`config.mk`:
```
export PLATFORM = sky130hd
export DESIGN_NAME = ram_bus_arbiter_flat
export DESIGN_NICKNAME = d
export VERILOG_FILES = /design/src/rtl/ram_bus_arbiter_if.sv /design/src/rtl/ram_bus_arbiter.sv /design/src/flat_wrapper.sv
export SDC_FILE = /design/constraint.sdc
export NUM_CORES = 1
export LEC_CHECK = 0
export ABC_AREA = 0
export CAP_MARGIN = 30
export CORE_AREA = 5 5 113 115
export CTS_BUF_LIST = sky130_fd_sc_hd__clkbuf_16
export DETAILED_ROUTE_END_ITERATION = 6
export DIE_AREA = 0 0 118 120
export PLACE_DENSITY_LB_ADDON = 0.25
export SYNTH_ARGS = -nofsm -noshare
export SYNTH_HDL_FRONTEND = slang
export SYNTH_SLANG_ARGS = --single-unit
```
`constraint.sdc`:
```
create_clock -name clk_i -period 2.9 [get_ports clk_i]
set_input_delay 0.725 -clock clk_i [delete_from_list [all_inputs] [get_ports clk_i]]
set_output_delay 0.725 -clock clk_i [all_outputs]
set_load 0.02 [all_outputs]
```
`src/rtl/ram_bus_arbiter_if.sv`:
```
// Signal bundle between the two CPU masters, the arbiter and the ram_bus slave.
// The arbiter uses the slave modport; the CPU/ram_bus side uses the master modport.
interface ram_bus_arbiter_if;
    logic        m0_stb_i, m0_cyc_i, m0_we_i;
    logic [3:0]  m0_sel_i;
    logic [31:0] m0_addr_i, m0_data_i;
    logic [2:0]  m0_addr_tag_i;
    logic        m1_stb_i, m1_cyc_i, m1_we_i;
    logic [3:0]  m1_sel_i;
    logic [31:0] m1_addr_i, m1_data_i;
    logic [2:0]  m1_addr_tag_i;
    logic        m0_ack_o, m1_ack_o, m0_err_o, m1_err_o;
    logic [31:0] m_data_o;
    logic        m_data_tag_o;
    logic        s_stb_o, s_cyc_o, s_we_o;
    logic [3:0]  s_sel_o;
    logic [31:0] s_addr_o, s_data_o;
    logic [2:0]  s_addr_tag_o;
    logic        s_ack_i, s_data_tag_i;
    logic [31:0] s_data_i;

    modport slave (
        input  m0_stb_i, m0_cyc_i, m0_we_i, m0_sel_i, m0_addr_i, m0_data_i, m0_addr_tag_i,
        input  m1_stb_i, m1_cyc_i, m1_we_i, m1_sel_i, m1_addr_i, m1_data_i, m1_addr_tag_i,
        output m0_ack_o, m1_ack_o, m0_err_o, m1_err_o, m_data_o, m_data_tag_o,
        output s_stb_o, s_cyc_o, s_we_o, s_sel_o, s_addr_o, s_data_o, s_addr_tag_o,
        input  s_ack_i, s_data_i, s_data_tag_i
    );

    modport master (
        output m0_stb_i, m0_cyc_i, m0_we_i, m0_sel_i, m0_addr_i, m0_data_i, m0_addr_tag_i,
        output m1_stb_i, m1_cyc_i, m1_we_i, m1_sel_i, m1_addr_i, m1_data_i, m1_addr_tag_i,
        input  m0_ack_o, m1_ack_o, m0_err_o, m1_err_o, m_data_o, m_data_tag_o,
        input  s_stb_o, s_cyc_o, s_we_o, s_sel_o, s_addr_o, s_data_o, s_addr_tag_o,
        output s_ack_i, s_data_i, s_data_tag_i
    );
endinterface

```
`src/rtl/ram_bus_arbiter.sv`:
```
// Two-master Wishbone arbiter in front of ram_bus: round-robin grant held for a whole
// cycle so lock/unlock tag sequences stay unbroken, plus an ack-timeout error response.
module ram_bus_arbiter #(
    parameter bit          INIT_PRIORITY = 1'b1,
    parameter int unsigned MAX_WAIT      = 64
) (
    input  logic             clk_i,
    input  logic             rst_i,
    ram_bus_arbiter_if.slave bus
);
    typedef enum logic [1:0] {
        IDLE = 2'd0,
        GNT0 = 2'd1,
        GNT1 = 2'd2
    } state_e;

    state_e      state_q, state_d;
    logic        last_grant_q, last_grant_d;
    logic [7:0]  wait_cnt_q, wait_cnt_d;

    logic        req0_s, req1_s;
    logic        g_cyc_s, g_stb_s, g_we_s;
    logic [3:0]  g_sel_s;
    logic [31:0] g_addr_s, g_data_s;
    logic [2:0]  g_tag_s;
    logic        timeout_s, ack0_s, ack1_s, err0_s, err1_s;

    assign req0_s = bus.m0_cyc_i & bus.m0_stb_i;
    assign req1_s = bus.m1_cyc_i & bus.m1_stb_i;

    // Next grant: held while the owner keeps cyc, handed straight over if the other master waits.
    always_comb begin
        state_d      = state_q;
        last_grant_d = last_grant_q;
        case (state_q)
            IDLE: begin
                if (req0_s && req1_s) begin
                    state_d = last_grant_q ? GNT0 : GNT1;
                end else if (req0_s) begin
                    state_d = GNT0;
                end else if (req1_s) begin
                    state_d = GNT1;
                end else begin
                    state_d = IDLE;
                end
            end
            GNT0: begin
                if (bus.m0_cyc_i) begin
                    state_d = GNT0;
                end else begin
                    last_grant_d = 1'b0;
                    state_d      = req1_s ? GNT1 : IDLE;
                end
            end
            GNT1: begin
                if (bus.m1_cyc_i) begin
                    state_d = GNT1;
                end else begin
                    last_grant_d = 1'b1;
                    state_d      = req0_s ? GNT0 : IDLE;
                end
            end
            default: begin
                state_d = IDLE;
            end
        endcase
    end

    // Request fields of the granted master; nothing is forwarded while idle.
    always_comb begin
        g_cyc_s  = 1'b0;
        g_stb_s  = 1'b0;
        g_we_s   = 1'b0;
        g_sel_s  = 4'd0;
        g_addr_s = 32'd0;
        g_data_s = 32'd0;
        g_tag_s  = 3'd0;
        case (state_q)
            GNT0: begin
                g_cyc_s  = bus.m0_cyc_i;
                g_stb_s  = bus.m0_stb_i;
                g_we_s   = bus.m0_we_i;
                g_sel_s  = bus.m0_sel_i;
                g_addr_s = bus.m0_addr_i;
                g_data_s = bus.m0_data_i;
                g_tag_s  = bus.m0_addr_tag_i;
            end
            GNT1: begin
                g_cyc_s  = bus.m1_cyc_i;
                g_stb_s  = bus.m1_stb_i;
                g_we_s   = bus.m1_we_i;
                g_sel_s  = bus.m1_sel_i;
                g_addr_s = bus.m1_addr_i;
                g_data_s = bus.m1_data_i;
                g_tag_s  = bus.m1_addr_tag_i;
            end
            default: begin
                g_cyc_s = 1'b0;
            end
        endcase
    end

    assign timeout_s = (MAX_WAIT != 32'd0) && g_cyc_s && g_stb_s &&
                       ({24'd0, wait_cnt_q} == MAX_WAIT);

    // A slave ack arriving while reset is asserted is dropped rather than forwarded.
    assign ack0_s = ~rst_i & (state_q == GNT0) & bus.s_ack_i & bus.m0_stb_i;
    assign ack1_s = ~rst_i & (state_q == GNT1) & bus.s_ack_i & bus.m1_stb_i;
    assign err0_s = ~rst_i & (state_q == GNT0) & timeout_s;
    assign err1_s = ~rst_i & (state_q == GNT1) & timeout_s;

    // Wait counter: restarts on grant change, ack or timeout, saturates at 8'hFF.
    always_comb begin
        if (state_d != state_q) begin
            wait_cnt_d = 8'd0;
        end else if (ack0_s || ack1_s || timeout_s) begin
            wait_cnt_d = 8'd0;
        end else if (g_cyc_s && g_stb_s && !bus.s_ack_i && (wait_cnt_q != 8'hFF)) begin
            wait_cnt_d = wait_cnt_q + 8'd1;
        end else begin
            wait_cnt_d = wait_cnt_q;
        end
    end

    // State registers with synchronous reset.
    always_ff @(posedge clk_i) begin
        if (rst_i) begin
            state_q      <= IDLE;
            last_grant_q <= ~INIT_PRIORITY;
            wait_cnt_q   <= 8'd0;
        end else begin
            state_q      <= state_d;
            last_grant_q <= last_grant_d;
            wait_cnt_q   <= wait_cnt_d;
        end
    end

    assign bus.s_cyc_o      = g_cyc_s;
    assign bus.s_stb_o      = g_cyc_s & g_stb_s & ~timeout_s;
    assign bus.s_we_o       = g_cyc_s & g_we_s;
    assign bus.s_sel_o      = g_cyc_s ? g_sel_s  : 4'd0;
    assign bus.s_addr_o     = g_cyc_s ? g_addr_s : 32'd0;
    assign bus.s_data_o     = g_cyc_s ? g_data_s : 32'd0;
    assign bus.s_addr_tag_o = g_cyc_s ? g_tag_s  : 3'd0;

    assign bus.m0_ack_o     = ack0_s;
    assign bus.m1_ack_o     = ack1_s;
    assign bus.m0_err_o     = err0_s;
    assign bus.m1_err_o     = err1_s;
    assign bus.m_data_o     = bus.s_data_i;
    assign bus.m_data_tag_o = bus.s_data_tag_i & (ack0_s | ack1_s);
endmodule

```
`src/flat_wrapper.sv`:
```
// flat-port wrapper written by rule: the top's interface ports become plain ports
module ram_bus_arbiter_flat 
#(
    parameter bit          INIT_PRIORITY = 1'b1,
    parameter int unsigned MAX_WAIT      = 64
)
  (clk_i, rst_i, bus_m0_stb_i, bus_m0_cyc_i, bus_m0_we_i, bus_m0_sel_i, bus_m0_addr_i, bus_m0_data_i, bus_m0_addr_tag_i, bus_m1_stb_i, bus_m1_cyc_i, bus_m1_we_i, bus_m1_sel_i, bus_m1_addr_i, bus_m1_data_i, bus_m1_addr_tag_i, bus_m0_ack_o, bus_m1_ack_o, bus_m0_err_o, bus_m1_err_o, bus_m_data_o, bus_m_data_tag_o, bus_s_stb_o, bus_s_cyc_o, bus_s_we_o, bus_s_sel_o, bus_s_addr_o, bus_s_data_o, bus_s_addr_tag_o, bus_s_ack_i, bus_s_data_i, bus_s_data_tag_i);
  ram_bus_arbiter_if bus_i ();
  input  logic clk_i;
  input  logic rst_i;
  input wire logic [$bits(bus_i.m0_stb_i)-1:0] bus_m0_stb_i;
  input wire logic [$bits(bus_i.m0_cyc_i)-1:0] bus_m0_cyc_i;
  input wire logic [$bits(bus_i.m0_we_i)-1:0] bus_m0_we_i;
  input wire logic [$bits(bus_i.m0_sel_i)-1:0] bus_m0_sel_i;
  input wire logic [$bits(bus_i.m0_addr_i)-1:0] bus_m0_addr_i;
  input wire logic [$bits(bus_i.m0_data_i)-1:0] bus_m0_data_i;
  input wire logic [$bits(bus_i.m0_addr_tag_i)-1:0] bus_m0_addr_tag_i;
  input wire logic [$bits(bus_i.m1_stb_i)-1:0] bus_m1_stb_i;
  input wire logic [$bits(bus_i.m1_cyc_i)-1:0] bus_m1_cyc_i;
  input wire logic [$bits(bus_i.m1_we_i)-1:0] bus_m1_we_i;
  input wire logic [$bits(bus_i.m1_sel_i)-1:0] bus_m1_sel_i;
  input wire logic [$bits(bus_i.m1_addr_i)-1:0] bus_m1_addr_i;
  input wire logic [$bits(bus_i.m1_data_i)-1:0] bus_m1_data_i;
  input wire logic [$bits(bus_i.m1_addr_tag_i)-1:0] bus_m1_addr_tag_i;
  output wire logic [$bits(bus_i.m0_ack_o)-1:0] bus_m0_ack_o;
  output wire logic [$bits(bus_i.m1_ack_o)-1:0] bus_m1_ack_o;
  output wire logic [$bits(bus_i.m0_err_o)-1:0] bus_m0_err_o;
  output wire logic [$bits(bus_i.m1_err_o)-1:0] bus_m1_err_o;
  output wire logic [$bits(bus_i.m_data_o)-1:0] bus_m_data_o;
  output wire logic [$bits(bus_i.m_data_tag_o)-1:0] bus_m_data_tag_o;
  output wire logic [$bits(bus_i.s_stb_o)-1:0] bus_s_stb_o;
  output wire logic [$bits(bus_i.s_cyc_o)-1:0] bus_s_cyc_o;
  output wire logic [$bits(bus_i.s_we_o)-1:0] bus_s_we_o;
  output wire logic [$bits(bus_i.s_sel_o)-1:0] bus_s_sel_o;
  output wire logic [$bits(bus_i.s_addr_o)-1:0] bus_s_addr_o;
  output wire logic [$bits(bus_i.s_data_o)-1:0] bus_s_data_o;
  output wire logic [$bits(bus_i.s_addr_tag_o)-1:0] bus_s_addr_tag_o;
  input wire logic [$bits(bus_i.s_ack_i)-1:0] bus_s_ack_i;
  input wire logic [$bits(bus_i.s_data_i)-1:0] bus_s_data_i;
  input wire logic [$bits(bus_i.s_data_tag_i)-1:0] bus_s_data_tag_i;
  assign bus_i.m0_stb_i = bus_m0_stb_i;
  assign bus_i.m0_cyc_i = bus_m0_cyc_i;
  assign bus_i.m0_we_i = bus_m0_we_i;
  assign bus_i.m0_sel_i = bus_m0_sel_i;
  assign bus_i.m0_addr_i = bus_m0_addr_i;
  assign bus_i.m0_data_i = bus_m0_data_i;
  assign bus_i.m0_addr_tag_i = bus_m0_addr_tag_i;
  assign bus_i.m1_stb_i = bus_m1_stb_i;
  assign bus_i.m1_cyc_i = bus_m1_cyc_i;
  assign bus_i.m1_we_i = bus_m1_we_i;
  assign bus_i.m1_sel_i = bus_m1_sel_i;
  assign bus_i.m1_addr_i = bus_m1_addr_i;
  assign bus_i.m1_data_i = bus_m1_data_i;
  assign bus_i.m1_addr_tag_i = bus_m1_addr_tag_i;
  assign bus_m0_ack_o = bus_i.m0_ack_o;
  assign bus_m1_ack_o = bus_i.m1_ack_o;
  assign bus_m0_err_o = bus_i.m0_err_o;
  assign bus_m1_err_o = bus_i.m1_err_o;
  assign bus_m_data_o = bus_i.m_data_o;
  assign bus_m_data_tag_o = bus_i.m_data_tag_o;
  assign bus_s_stb_o = bus_i.s_stb_o;
  assign bus_s_cyc_o = bus_i.s_cyc_o;
  assign bus_s_we_o = bus_i.s_we_o;
  assign bus_s_sel_o = bus_i.s_sel_o;
  assign bus_s_addr_o = bus_i.s_addr_o;
  assign bus_s_data_o = bus_i.s_data_o;
  assign bus_s_addr_tag_o = bus_i.s_addr_tag_o;
  assign bus_i.s_ack_i = bus_s_ack_i;
  assign bus_i.s_data_i = bus_s_data_i;
  assign bus_i.s_data_tag_i = bus_s_data_tag_i;
  ram_bus_arbiter #(.INIT_PRIORITY(INIT_PRIORITY), .MAX_WAIT(MAX_WAIT)) u_core (.clk_i(clk_i), .rst_i(rst_i), .bus(bus_i));
endmodule
```
# Yosys cells after proc, flatten, opt, wreduce, memory -nomap -nowiden
# Index checks and enable logic that the tools add are counted.
# word_totals
reg_bits	11
input_bits	184
out_inout_bits	111
wordCells	62
# classes
n_addsub	1
eq_ne	7
mux	22
bitwise_logic	17
n_reduce_logical	12
# ops
cell	count
$pmux W32 S2	2
$mux W32	2
$and A1 B1 Y1	14
$mux W2	6
$add A8 B1 Y8 const B	1
$eq A8 B7 Y1 const B	1
$ne A8 B8 Y1 const B	1
$pmux W1 S2	4
$pmux W4 S2	1
$pmux W2 S3	1
$pmux W3 S2	1
$logic_and A1 B1 Y1	5
$mux W4	1
$ne A2 B2 Y1 const B	2
$mux W1	3
$mux W3	1
$reduce_and A3 Y1	1
$reduce_or A3 Y1	1
$eq A2 B1 Y1 const B	1
$eq A2 B2 Y1 const B	1
$logic_not A2 Y1	1
$logic_or A1 B1 Y1	2
$ne A2 B2 Y1	1
$not A1 Y1	2
3 further kinds	3

# Depth between registers and ports, before layout
# logic_depth
word_depth	7
ltp_mapped	8
ltp_nobuf	7

# Worst setup path before layout
# OpenSTA, ideal clock, no wires.
# synth_timing
path_kind	flip-flop to output port
start	register u_core.state_q[1]
end	output port bus_s_addr_o[0]
arrival_time_ns	1.833
required_ns	2.175
setup_slack_ns	0.342
path_stages_with_launch	8
path_buffers	2
path_cell_list	dfxtp_1 inv_1 ha_1 a22oi_2 nand2b_1 clkbuf_1 buf_1 nor2_1
# synth_between
elab_chain_len	3
word_cells_on_any_way	5
# synth_rtl
item	line_no	source
from (decl)	ram_bus_arbiter.sv:17	state_e state_q, state_d;
from (signal assigned)	ram_bus_arbiter.sv:132	state_q <= state_d;
$eq A2 B2 Y1 / $eq A2 B1 Y1 (equally long branches)	ram_bus_arbiter.sv:78	case (state_q)
$pmux W32 S2 / $pmux W1 S2 (equally long branches)	ram_bus_arbiter.sv:78	
$mux W32 (*)	ram_bus_arbiter.sv:142	assign bus.s_addr_o = g_cyc_s ? g_addr_s : 32'd0;
to (decl)	flat_wrapper.sv:35	output wire logic [$bits(bus_i.s_addr_o)-1:0] bus_s_addr_o;
# Mark *: on every way between the ends. The rest lies on a longest branch, timed or not.

# Final worst setup path
# layout_timing
start	input port bus_m1_stb_i
end	output port bus_m1_err_o
# layout_between
elab_chain_len	4
# layout_rtl
item	line_no	source
from (decl)	flat_wrapper.sv:18	input wire logic [$bits(bus_i.m1_stb_i)-1:0] bus_m1_stb_i;
$pmux W1 S2	ram_bus_arbiter.sv:78	
$logic_and A1 B1 Y1 (2 in a row)	ram_bus_arbiter.sv:103	assign timeout_s = (MAX_WAIT != 32'd0) && g_cyc_s && g_stb_s &&
$and A1 B1 Y1	ram_bus_arbiter.sv:110	assign err1_s = ~rst_i & (state_q == GNT1) & timeout_s;
to (decl)	flat_wrapper.sv:28	output wire logic [$bits(bus_i.m1_err_o)-1:0] bus_m1_err_o;
# Every way passes these cells.

==> results.yml <==
drt:
  drt_wl_total_um: 11400
  drcViolationCount: 0
  vias: 3005
  viasPerCell: 4.51
  drt_iter0_markers: 191
  firstDrtPassIters: 5
  ant_nets: 0
  wl_per_cell_um: 17.1
logic_synthesis:
  ys_ff_latch: 11
  syn_area_per_cell_um2: 6.56
  synth_area_um2: 2020
  yosysWarnings: 0
  synth_edf_count: 0
  synthArstFlopShare: 0
  seq_area_frac_synth: 0.109
  synth_nets: 500
  synth_cell_types: 36
  syn_inst: 308
  synth_flop_cell: "dfxtp_1"
sta:
  worstMarginPinSlew_ns: 0.838
  setup_viol: 0
  fin_skew_ns: 0.00438
  timing.final.ws_setup_ns: 0.0631
  finalCritPeriodShare: 0.978
  hold_viol: 0
  maxSlewHeadroom: 0.437
  max_freq_mhz: 353
  hold_slack_ns: 0.528
  final.min_clock_period_ns: 2.84
  finalMaxSlewViolations: 0
cells_and_area:
  num-fill-cells: 1253
  seqCellArea_um2: 221
  final_util: 0.387
  drive_gt1_frac: 0.133
  multiInputGateArea_um2: 1460
  diodes: 0
  syn_to_final_growth_pct: 124
  nNetsFinal: 712
global_route:
  grt_pass1_wl_um: 17000
  grt_max_degree: 74
  grt_usage: 0.145
  grt_overflow: 0
  antenna_found_initial: 0
  grt_pass1_vias: 3038
die:
  rows: 40
  design.portCount: 295
  start_util: 0.172
  die_h_um: 120
  fp.coreArea_um2: 11700
  design.die.area_um2: 14200
  die_w_um: 118
cts:
  cts_made_buffers: 3
  cts-root-buf: "clkbuf_16"
  cts.sinks: 11
  clkTransAtPathRegs_ns: 0.05
  insertion_delay_ns: 0.24
  htreeDepth: 1
  cts_tree: "yes"
  clockBufferDepth: 2
critical_path:
  slowest_delay_ns: 0.45
  cpLargestDelayFamily: "buffers and inverters"
  crit_chain: "clkdlybuf4s50_1 > a22oi_1 > nor2_2 > and3b_1 > and2_1 > clkdlybuf4s15_2"
  endpoint_kind: "primary output"
  arrival_ns: 2.11
  cp_max_fo: 2
  slowest_stage: "clkdlybuf4s50_1"
  required_ns: 2.17
  start_kind: "input port"
  critPathBufInv: 2
  critical_path_class: "input port to primary output"
run:
  drv_cap: 0
placement:
  globalplace.congestion: 0.853
  dp_hpwl_um: 9000
  io_buffers: 230
  dp_slack_ns: -0.545
power_and_ir_drop:
  power_uw: 813
  ir_drop_uv: 174
  p_leak_nw: 1.86
  pwr_density_cell_nw_per_um2: 180
status:
  outcome: "completed"
worst_hold_path:
  hp-class: "flip-flop to flip-flop"
[synth_stat cells, types with 4 or more instances]
master,instances,area (µm²)
nand2b_1,6,37.5
buf_1,6,22.5
nor2_1,89,334
a22oi_1,73,548
nand2_1,6,22.5
mux2i_1,4,40.0
o21ai_0,4,20.0
buf_4,32,240
inv_1,7,26.3
nor3_1,10,50.1
clkbuf_1,18,67.6
dfxtp_1,11,220
ha_1,8,100
xnor2_1,5,43.8
[metrics by stage]
| step | instance area [µm²] | TNS, ns | cells |
|---|---|---|---|
| 2_1_floorplan | 2020 | 0 | 308 |
| 3_3_place_gp | 4480 | -26.68 | 657 |
| 3_5_place_dp | 4480 | -26.76 | 657 |
| 4_1_cts | 4570 | 0 | 666 |
| 5_1_grt | 4530 | -0.00508 | 666 |
| 6_report | 4530 | 0 | 666 |
[worst register-to-register path, stage by stage, from the launching register on]
cell and delay, ns:
dfxtp_2 0.33, inv_1 0.12, ha_2 0.25, a22oi_1 0.11, buf_4 0.15, or4b_1 0.47, buf_4 0.19, nor3_1 0.26
mux2i_1 0.22, nor2_1 0.05
[routing by layer]
layer	GRT usage	routed length [µm]	vias to the layer above
met4	0.0358	236	0
li1	-	-	1491
met5	0	0	-
met2	0.242	5510	134
met3	0.0457	1010	20
met1	0.183	4650	1360
[flip-flops by register name (all words and copies together) (netlist names)]
| register | flops |
|---|---|
| u_core.last_grant_q | 1 |
| u_core.wait_cnt_q | 8 |
| u_core.state_q | 2 |
[cell families after synthesis]
| family | share of synthesized area |
|---|---|
| simple gates | 0.294 |
| xor+xnor | 0.0217 |
| mux | 0.0198 |
| buf+inv | 0.182 |
| flops | 0.109 |
| compound gates | 0.324 |
| fa+ha+maj | 0.0496 |
[repair_timing]
| action | CTS | global route |
|---|---|---|
| setup buffers | 3 | 0 |
| hold buffers | 0 | 0 |
| setup endpoints to repair | 75 | 22 |
| cloned | 2 | 0 |
| gates resized for setup | 86 | 28 |
| pin swaps | 1 | 0 |
[where the power goes]
| group | switching, mW | internal [mW] | total (mW) |
|---|---|---|---|
| clock network | 0.0739 | 0.183 | 0.257 |
| logic | 0.138 | 0.263 | 0.400 |
| registers | 0.00199 | 0.154 | 0.156 |
| total | 0.214 | 0.600 | 0.813 |
[cell usage in the layout, fill, tap and decap left out, types with 4 or more instances in the layout]
cell | synthesis | routed
a22oi_1 | 73 | 73
buf_12 | 0 | 8
buf_4 | 32 | 29
clkbuf_2 | 0 | 13
clkdlybuf4s50_1 | 0 | 149
dfxtp_1 | 11 | 10
dlygate4sd2_1 | 0 | 61
ha_1 | 8 | 6
inv_1 | 7 | 7
mux2i_1 | 4 | 4
nand2_1 | 6 | 6
nand2b_1 | 6 | 5
nor2_1 | 89 | 88
nor3_1 | 10 | 10
o21ai_0 | 4 | 4
xnor2_1 | 5 | 5
[layout make-up]
class,instances,area share
Clock buffer,3,0.0166
Clock inverter,1,0.00110
Inverter,7,0.00580
Multi-Input combinational cell,233,0.323
Sequential cell,11,0.0489
Tap cell,147,0.0406
Timing Repair Buffer,264,0.564
[worst paths after layout]
check	endpoint	start	slack, ns	cells after the start
max	bus_m1_err_o	bus_m1_stb_i	0.06	6
min	u_core.last_grant_q$_SDFFE_PP0P_	u_core.last_grant_q$_SDFFE_PP0P_	0.53	2
max reg2reg	u_core.wait_cnt_q[7]$_SDFFE_PP0P_	u_core.state_q[1]$_SDFF_PP0_	0.63	9
min reg2reg	u_core.last_grant_q$_SDFFE_PP0P_	u_core.last_grant_q$_SDFFE_PP0P_	0.53	2
No activity file was read; power rests on OpenSTA's default activity.
==> variant (same flow settings) <==
`MAX_WAIT` is set to 64 in 2 places; all go to 32.
--- a/src/rtl/ram_bus_arbiter.sv
+++ b/src/rtl/ram_bus_arbiter.sv
@@ -3,5 +3,5 @@
 module ram_bus_arbiter #(
     parameter bit          INIT_PRIORITY = 1'b1,
-    parameter int unsigned MAX_WAIT      = 64
+    parameter int unsigned MAX_WAIT      = 32
 ) (
     input  logic             clk_i,
--- a/src/flat_wrapper.sv
+++ b/src/flat_wrapper.sv
@@ -3,5 +3,5 @@
 #(
     parameter bit          INIT_PRIORITY = 1'b1,
-    parameter int unsigned MAX_WAIT      = 64
+    parameter int unsigned MAX_WAIT      = 32
 )
   (clk_i, rst_i, bus_m0_stb_i, bus_m0_cyc_i, bus_m0_we_i, bus_m0_sel_i, bus_m0_addr_i, bus_m0_data_i, bus_m0_addr_tag_i, bus_m1_stb_i, bus_m1_cyc_i, bus_m1_we_i, bus_m1_sel_i, bus_m1_addr_i, bus_m1_data_i, bus_m1_addr_tag_i, bus_m0_ack_o, bus_m1_ack_o, bus_m0_err_o, bus_m1_err_o, bus_m_data_o, bus_m_data_tag_o, bus_s_stb_o, bus_s_cyc_o, bus_s_we_o, bus_s_sel_o, bus_s_addr_o, bus_s_data_o, bus_s_addr_tag_o, bus_s_ack_i, bus_s_data_i, bus_s_data_tag_i);
Check against the original RTL: no difference found for any inputs over 10 cycles, from zero or initial values and one cycle with rst_i high; that may be too few to reach the edited logic, so the function may still have changed.
==> variant against the unedited design <==
  * Count of clock-buffer cells in the layout stayed put
  * Largest power group unchanged
  * Sequential cell count stayed put
  * Clock skew is 0.0018 ns lower
  * Largest cell class unchanged
  * Cell count is 0.75% lower
  * Sequential share of layout area is 0.063 points higher
  * Total power is 2.2% higher
  * Worst setup slack worse by 0.0092 ns
  * Area after synthesis is 2.9% higher
  * Routed wire length is 3.3% lower
  * Final area is 1.8% lower
==> variant: results (changes against the unedited design) <==
timing:
  tightest_slew_ns: 0.3600  # -0.4785 ns
  timing.hold.ws_ns: 0.5372  # +0.009473 ns
  fin_skew_ns: 0.002565  # -0.001813 ns
placement:
  postPlaceCellArea_um2: 4487  # +0.22%
  place_hpwl_um: 8983  # -0.25%
  placed_cells: 656  # -0.15%
  portBuffers: 230  # unchanged
  gp_congestion: 0.8489  # -0.43%
  pre_cts_ws_ns: -0.3373  # +0.2082 ns
synth:
  synth_fp_nets: 501  # +0.20%
  synth_ff_type: "dfxtp_1"
  synth_cell_type_count: 36  # unchanged
  yosys-top-cells-area: "a22oi_1 26%, nor2_1 16%, buf_4 12%"
  async_flop_share_pct: 0  # unchanged
  yosys_warnings: 0  # unchanged
  synthCells: 309  # +0.32%
  synth_common_cells: "91 x nor2_1, 72 x a22oi_1, 32 x buf_4"
  synth-seq-area-share_pct: 10.60  # -0.30 points
clock_network:
  root_buffer: "clkbuf_16"
  h-tree-depth: 1  # unchanged
  clk_latency_ns: 0.24  # about the same
  clkSlewWorstSetupHoldPaths_ns: 0.04
  cts_made_buffers: 3  # unchanged
  postCtsSetupBuffers: 0  # -3
layout:
  drive_gt1_share_pct: 14.79  # +1.5 points
  biggestRegsByFlops: "u_core.wait_cnt_q x8, u_core.state_q x2, u_core.last_grant_q x1"
  diodes: 0  # unchanged
  fill_cells: 1253  # unchanged
  layout.nets: 707  # -0.70%
worst_setup_path:
  worstPathArrival_ns: 2.12
  r2r_start: "u_core.state_q[0]"
  reg2reg_slack_ns: 0.72  # +0.09 ns
  r2r_end: "u_core.wait_cnt_q[6]"
  rr_worst_depth: 8  # -1
  crit_fanout: 25  # +23
floorplanning:
  std_cell_rows: 40  # unchanged
global_route:
  grt_antenna_before_repair: 0  # unchanged
  grt_max_degree: 47  # -36%
  grt_first_pass_wirelength_um: 16830  # -0.93%
  grt_pass1_vias: 3167  # +4.2%
  grtUsageTotal_pct: 14.43  # -0.11 points
power_and_ir_drop:
  switching_share_pct: 27.89  # +1.6 points
  ir_drop_v: 0.0002111  # +21%
  power.leakage_nw: 1.752  # -6.0%
job:
  max_cap_violations: 0  # unchanged
worst_hold_path:
  hold_path_end: "u_core.last_grant_q"
  hp-start: "u_core.last_grant_q"
  whs_path_depth: 2  # unchanged
  hp-class: "flop to flop"
outcome:
  status: "complete, no violations"
routing:
  vias: 3045  # +1.3%
  dr.pass1.iters: 4  # -1
  vias_per_cell: 4.607  # +2.1%
  drt_iter0_drc: 173  # -9.4%
  routedWlPerCell_um: 16.68  # -2.6%
variant: cell count changes in the layout (fill, tap and decap cells not counted), moves of 3 or more:
| cell | delta |
|---|---|
| clkbuf_2 | +9 |
| dlygate4sd2_1 | -13 |
| mux2i_1 | -3 |
| buf_4 | -7 |
| nor3_2 | +4 |
| o21ai_0 | -3 |
| clkdlybuf4s15_1 | +3 |
variant: repair_timing:
item	CTS	global route
endpoints found under the setup margin	77	58
hold endpoints to repair	0	0
gates cloned	1	0
pin swaps	0	2
resized for setup	95	48
variant: how the worst max path moves through the flow:
| stage | startpoint | endpoint | slack, ns | cells after the start |
|---|---|---|---|---|
| after detailed placement | bus_m0_cyc_i | bus_m1_err_o | -0.34 | 8 |
| after CTS | bus_m0_cyc_i | bus_s_addr_o[13] | 0.0006 | 6 |
| after global routing | bus_m1_cyc_i | bus_s_addr_o[29] | 0.007 | 6 |
| after global placement | bus_m0_cyc_i | bus_m1_err_o | -0.32 | 8 |
| after floorplan | u_core.state_q[1] | bus_m0_err_o | 0.53 | 8 |
| final | bus_m1_cyc_i | bus_s_data_o[28] | 0.05 | 6 |
variant: worst max-delay path: stages:
cell and delay [ns]:
clkdlybuf4s50_1 0.50, a22o_4 0.16, nand2_8 0.08, buf_16 0.18
nor2_1 0.10, dlygate4sd2_1 0.36
variant: logic make-up (layout without fill, tap and decap cells):
| group | Yosys count | after routing | synth area share [%] |
|---|---|---|---|
| xor+xnor | 6 | 6 | 2.530 |
| buf+inv | 60 | 265 | 16.63 |
| simple gates | 138 | 138 | 32.11 |
| flops | 11 | 11 | 10.60 |
| fa+ha+maj | 8 | 8 | 4.819 |
| mux | 2 | 2 | 1.024 |
| compound gates | 84 | 84 | 32.29 |
variant: area by class of cell:
cell class	count	area [um2]	area share (%)
clock buffers	3	75.07	1.688
well taps	147	183.9	4.136
inverters	5	18.77	0.4221
flip-flops and latches	11	220.2	4.952
clock inverters	1	3.754	0.08441
repair buffers	256	2415	54.31
multi-input cells	238	1530	34.41
variant: power by group through the flow:
stage | Sequential, mW | Clock (mW) | Combinational (mW)
floorplan | 0.160 | 0 | 0.205
global placement | 0.161 | 0 | 0.414
detailed placement | 0.161 | 0 | 0.419
CTS | 0.158 | 0.260 | 0.425
global route | 0.159 | 0.265 | 0.451
finish | 0.158 | 0.254 | 0.419
variant: layer usage:
| metal | global-route usage (%) | share of wire (%) | vias to the layer above |
|---|---|---|---|
| met5 | 0 | 0 | - |
| met4 | 3.656 | 1.9 | 0 |
| met3 | 5.231 | 9.6 | 19 |
| met2 | 25.99 | 51 | 162 |
| met1 | 16.06 | 37 | 1376 |
| li1 | - | - | 1488 |
